<file path="src/rtl/sram_fifo_pkg.sv">
// sram_fifo_pkg: shared widths and skid slot type for the SRAM-backed FIFO controller
package sram_fifo_pkg;
    localparam int DATA_W = 236;
    localparam int DEPTH  = 8;
    localparam int ADDR_W = 3;
    localparam int CNT_W  = 4;

    typedef struct packed {
        logic              valid;
        logic [DATA_W-1:0] data;
    } skid_slot_t;
endpackage

</file>
<file path="src/rtl/sram_fifo_skid2.sv">
// sram_fifo_skid2: 2-entry in-order output buffer, slot 0 is the head
module sram_fifo_skid2
    import sram_fifo_pkg::*;
(
    input  logic              clock,
    input  logic              reset_n,
    input  logic              i_push,
    input  logic [DATA_W-1:0] i_push_data,
    input  logic              i_pop,
    output logic [1:0]        o_occ,
    output logic              o_head_valid,
    output logic [DATA_W-1:0] o_head_data
);
    skid_slot_t r_slot [2];
    skid_slot_t w_shift [2];
    skid_slot_t w_next [2];

    // pop moves slot 1 forward first, then a push lands in the first free slot
    always_comb begin
        w_shift[0] = i_pop ? r_slot[1] : r_slot[0];
        w_shift[1] = i_pop ? '0 : r_slot[1];
        w_next[0]  = (i_push && !w_shift[0].valid) ? {1'b1, i_push_data} : w_shift[0];
        w_next[1]  = (i_push && w_shift[0].valid) ? {1'b1, i_push_data} : w_shift[1];
    end

    // slot registers; reset drops only the valid bits
    always_ff @(posedge clock) begin
        if (!reset_n) begin
            r_slot[0].valid <= 1'b0;
            r_slot[1].valid <= 1'b0;
        end else begin
            r_slot[0] <= w_next[0];
            r_slot[1] <= w_next[1];
        end
    end

    assign o_occ        = {1'b0, r_slot[0].valid} + {1'b0, r_slot[1].valid};
    assign o_head_valid = r_slot[0].valid;
    assign o_head_data  = r_slot[0].data;
endmodule

</file>
<file path="src/rtl/sram_fifo_ctrl.sv">
// sram_fifo_ctrl: ready/valid FIFO over an 8x236 1R1W SRAM with skid buffer and empty bypass (perf counters under SRAM_FIFO_CTRL_PERF_EN)
module sram_fifo_ctrl
    import sram_fifo_pkg::*;
(
    input  logic              clock,
    input  logic              reset_n,
    input  logic              enq_valid,
    output logic              enq_ready,
    input  logic [DATA_W-1:0] enq_bits,
    output logic              deq_valid,
    input  logic              deq_ready,
    output logic [DATA_W-1:0] deq_bits,
    output logic [CNT_W-1:0]  count,
    output logic [ADDR_W-1:0] mem_R0_addr,
    output logic              mem_R0_en,
    input  logic [DATA_W-1:0] mem_R0_data,
    output logic [ADDR_W-1:0] mem_W0_addr,
    output logic              mem_W0_en,
    output logic [DATA_W-1:0] mem_W0_data
`ifdef SRAM_FIFO_CTRL_PERF_EN
    ,
    output logic [31:0]       perf_full_cycles,
    output logic [CNT_W-1:0]  perf_max_count
`endif
);
    logic [ADDR_W-1:0] r_wr_ptr;
    logic [ADDR_W-1:0] r_rd_ptr;
    logic [CNT_W-1:0]  r_mem_cnt;
    logic              r_inflight;
    logic [1:0]        w_sk_occ;
    logic              w_enq_fire;
    logic              w_deq_fire;
    logic              w_bypass;
    logic              w_wr;
    logic              w_rd;

    assign enq_ready  = r_mem_cnt != CNT_W'(DEPTH);
    assign w_enq_fire = enq_valid && enq_ready;
    assign w_deq_fire = deq_valid && deq_ready;
    // bypass only when nothing older sits in the array or is on its way back
    assign w_bypass   = r_mem_cnt == '0 && !r_inflight && (w_sk_occ != 2'd2 || w_deq_fire);
    assign w_wr       = w_enq_fire && !w_bypass;
    // issue a read only if the skid will have room for the returning word
    assign w_rd       = r_mem_cnt != '0 &&
                        (3'(w_sk_occ) + 3'(r_inflight) < 3'd2 + 3'(w_deq_fire));

    assign mem_R0_en   = w_rd;
    assign mem_R0_addr = r_rd_ptr;
    assign mem_W0_en   = w_wr;
    assign mem_W0_addr = r_wr_ptr;
    assign mem_W0_data = enq_bits;
    assign count       = r_mem_cnt + CNT_W'(r_inflight) + CNT_W'(w_sk_occ);

    sram_fifo_skid2 u_skid (
        .clock       (clock),
        .reset_n     (reset_n),
        .i_push      (r_inflight || (w_enq_fire && w_bypass)),
        .i_push_data (r_inflight ? mem_R0_data : enq_bits),
        .i_pop       (w_deq_fire),
        .o_occ       (w_sk_occ),
        .o_head_valid(deq_valid),
        .o_head_data (deq_bits)
    );

    // pointers, array occupancy and the read-in-flight flag
    always_ff @(posedge clock) begin
        if (!reset_n) begin
            r_wr_ptr   <= '0;
            r_rd_ptr   <= '0;
            r_mem_cnt  <= '0;
            r_inflight <= 1'b0;
        end else begin
            r_wr_ptr   <= r_wr_ptr + ADDR_W'(w_wr);
            r_rd_ptr   <= r_rd_ptr + ADDR_W'(w_rd);
            r_mem_cnt  <= r_mem_cnt + CNT_W'(w_wr) - CNT_W'(w_rd);
            r_inflight <= w_rd;
        end
    end

`ifdef SRAM_FIFO_CTRL_PERF_EN
    // saturating full-cycle counter and occupancy high-water mark
    always_ff @(posedge clock) begin
        if (!reset_n) begin
            perf_full_cycles <= '0;
            perf_max_count   <= '0;
        end else begin
            if (!enq_ready && perf_full_cycles != '1) perf_full_cycles <= perf_full_cycles + 32'd1;
            if (count > perf_max_count) perf_max_count <= count;
        end
    end
`endif
endmodule

</file>
<file path="config.mk">
export PLATFORM = sky130hd
export DESIGN_NAME = sram_fifo_ctrl
export DESIGN_NICKNAME = d
export VERILOG_FILES = /design/src/rtl/sram_fifo_pkg.sv /design/src/rtl/sram_fifo_skid2.sv /design/src/rtl/sram_fifo_ctrl.sv
export SDC_FILE = /design/constraint.sdc
export NUM_CORES = 1
export LEC_CHECK = 0
export BUFFER_PORTS_ARGS = -buffer_cell sky130_fd_sc_hd__buf_2
export CORE_AREA = 5 5 368 370
export CTS_BUF_LIST = sky130_fd_sc_hd__clkbuf_4 sky130_fd_sc_hd__clkbuf_8
export CTS_CLUSTER_SIZE = 20
export DETAILED_ROUTE_END_ITERATION = 7
export DIE_AREA = 0 0 373 375
export HOLD_SLACK_MARGIN = 0.06
export SYNTH_ARGS = -nofsm -noshare
export SYNTH_HDL_FRONTEND = slang
export SYNTH_SLANG_ARGS = --single-unit
</file>
<file path="constraint.sdc">
create_clock -name clock -period 14.44 [get_ports clock]
set_input_delay 0 -clock clock [delete_from_list [all_inputs] [get_ports clock]]
set_output_delay 0 -clock clock [all_outputs]
set_load 0.05 [all_outputs]
</file>
==> reports/metrics.yaml <==
final_layout:
  final_cells: 4913
  fill_cells: 13525
  final_nets: 3564
  mostFrequentLayoutCells: "buf_2, dlygate4sd3_1, edfxtp_1"
  syn2layout_area_growth_pct: 34.0
  final_layout_size_suffix_gt1_frac: 0.504
  final_common_cell: "buf_2"
  final_area_um2: 36800
global_routing:
  grt_util_all_layers: 0.115
  first_global_vias: 20506
  grt_pass1_wl_um: 125000
  gr-total-overflow: 0
  antenna_found_initial: 14
  grt_start_max_net_pins: 87
placed_design:
  placed_area_um2: 30100
  dp_hpwl_um: 58400
  port_buffers: 961
  dp_cells: 4256
  gp_congestion: 1.01
sta:
  grt_setup_unrepaired: "no"
  period_share: 0.315
  setup_violations: 0
  maxSlewViolCount: 0
  relSlewSlack: 0.336
  fmax_mhz: 220
  finalSetupTns_ns: 0
  min_period_ns: 4.55
  hold_viol: 0
  tightestPinTransition_ns: 0.995
  fin_skew_ns: 0.0290
worst_setup_path:
  cp_max_fo: 64
  cp.required_ns: 14.78
  crit_path_frequent_cell: "buf_4"
  worst-setup-path-type: "reg2reg"
  critical_path.max_stage_delay_ns: 0.74
  timing.critical_path.cells: "inv_1 > ha_1 > nor3b_2 > a41o_4 > dlygate4sd3_1 > o21ai_0 > nor2_4 > buf_4 > buf_4"
  slowest_stage: "buf_4"
  crit_family: "buffers and inverters"
  start_kind: "register"
  cp_num_buf_inv: 4
  cp-end-kind: "register"
  arrival_ns: 4.89
yosys:
  synth_cell_types: 35
  synth-adder-area-share: 0.00929
  syn_nets: 2597
  synth_top_family_by_area: "buffers and inverters"
  synth_cells: 2103
  synth-xor-area-share: 0.00191
  synth_area_um2: 27500
  syn_avg_cell_area_um2: 13.1
  muxShareOfSynthArea: 0.0967
  synth_warnings: 0
  yosysSeqAreaShare: 0.526
  yosys_register_bits: 485
  synthSimpleGateAreaFrac: 0.0697
  synth-compound-area-share: 0.124
clock_network:
  clockRootBuffer: "clkbuf_8"
  htreeDepth: 3
  cts_tree: "built"
  cts-buffers-inserted: 89
  clock_sinks: 485
  clk_latency_ns: 0.73
  clockBufferDepth: 3
  postCtsSetupBuffers: 0
  post_cts_resized: 0
  clkSlewWorstSetupHoldPaths_ns: 0.06
hold_path:
  hp-class: "in2reg"
floorplanning:
  chipWidth_um: 373
  ios: 962
  start_util: 0.208
  num_rows: 134
  die_area_um2: 140000
  die_y_um: 375
  coreArea_um2: 132000
flow_run:
  cap_violations: 0
pwr:
  ir_drop_v: 0.0000883
  powerDensity_nw_per_um2: 175
  p_leak_nw: 13.9
  p_total_mw: 6.43
drt:
  vias: 19368
  drtPass1Iterations: 5
  drtIter0Drc: 1110
  vias_per_cell: 3.94
  drc: 0
  wl_per_cell_um: 17.3
  routed_wirelength_um: 84900
  ant_nets: 0
outcome:
  status: "completed"
final cells by class:
class | instances | area (um2) | area share
clock buffer | 125 | 1500 | 0.0408
multi-input combinational | 1005 | 8340 | 0.227
tap | 1768 | 2210 | 0.0601
sequential | 485 | 14400 | 0.392
timing repair buffer | 1479 | 9940 | 0.270
clock inverter | 35 | 335 | 0.00910
inverter | 10 | 37.5 | 0.00102
antenna | 6 | 15.0 | 0.000408
what timing repair did:
| action | in CTS | in global routing |
|---|---|---|
| hold endpoints to repair | 531 | 0 |
| endpoints found under the setup margin | 0 | 0 |
| hold buffers | 491 | 0 |
report_power, final:
part	internal, mW	switching [mW]	leakage (nW)
clock	0.764	0.608	0.957
sequential	1.99	0.157	4.35
combinational	0.962	1.94	8.60
total	3.72	2.71	13.9
sequential cells by signal, summed over array words and instances (netlist names):
register	cells
r_mem_cnt	4
mem_R0_addr	3
r_inflight	1
mem_W0_addr	3
u_skid.r_slot	474
synthesized netlist by cell type:
master | n | area (um2)
or3b_4 | 1 | 11.3
buf_12 | 22 | 440
xor2_1 | 2 | 17.5
a31oi_1 | 1 | 6.26
nand2_4 | 1 | 11.3
nor2_1 | 245 | 920
nand2b_2 | 1 | 8.76
o2bb2ai_2 | 200 | 3000
ha_1 | 14 | 175
o21a_1 | 1 | 7.51
buf_6 | 26 | 293
a21bo_2 | 1 | 10.0
dfxtp_1 | 12 | 240
buf_4 | 491 | 3690
nor3b_2 | 1 | 12.5
inv_1 | 9 | 33.8
clkinv_1 | 1 | 3.75
nor3_1 | 1 | 5.00
a21oi_1 | 3 | 15.0
nand2_1 | 239 | 897
a41o_4 | 1 | 21.3
nor2b_1 | 2 | 12.5
edfxtp_1 | 473 | 14200
a311oi_1 | 1 | 8.76
o2bb2ai_1 | 36 | 315
mux2_2 | 236 | 2660
fa_1 | 4 | 80.1
a21o_1 | 1 | 7.51
buf_1 | 1 | 3.75
clkbuf_1 | 29 | 109
o21ai_0 | 2 | 10.0
buf_2 | 34 | 170
xnor2_1 | 4 | 35.0
and2_1 | 6 | 37.5
o21ai_2 | 1 | 8.76
per-stage QoR:
step / hold slack, ns / util / worst slack (ns)
final: 0.286 / 0.278 / 9.89
after global routing: 0.178 / 0.278 / 9.59
after CTS: 0.0959 / 0.278 / 9.86
after detailed placement: 0.301 / 0.227 / 10.13
after global placement: 0.301 / 0.227 / 10.20
after floorplan: 0.167 / - / 0.457
tightest hold or removal path, stage by stage:
cell           delay [ns]
buf_2                0.09
mux2_2               0.13
dlygate4sd3_1        0.53
nand2_1              0.07
nor2_1               0.08
metal layers:
layer  part of all wire  track usage  vias up
met5                  0            0        -
met4              0.034       0.0476        0
met3              0.081       0.0369      144
met2               0.49        0.197      749
li1                   -            -     9002
met1               0.39        0.133     9473
path summary, 6_finish.rpt:
kind | startpoint | slack (ns) | cells past startpoint | endpoint
max reg2reg | r_mem_cnt[2] | 9.89 | 9 | u_skid.r_slot[0][379]
max | r_mem_cnt[2] | 9.89 | 9 | u_skid.r_slot[0][379]
min | enq_bits[217] | 0.29 | 5 | u_skid.r_slot[0][454]
min reg2reg | mem_W0_addr[2] | 0.51 | 2 | mem_W0_addr[2]
logic make-up after synthesis:
logic type | count (synthesis)
DFF | 485
xor gates and xnor gates | 6
adders and majority gates | 18
and+or+nand+nor | 497
buffers and inverters | 613
AOI/OAI and AO/OA | 248
muxes | 236
No activity file was read; power rests on OpenSTA's default activity.
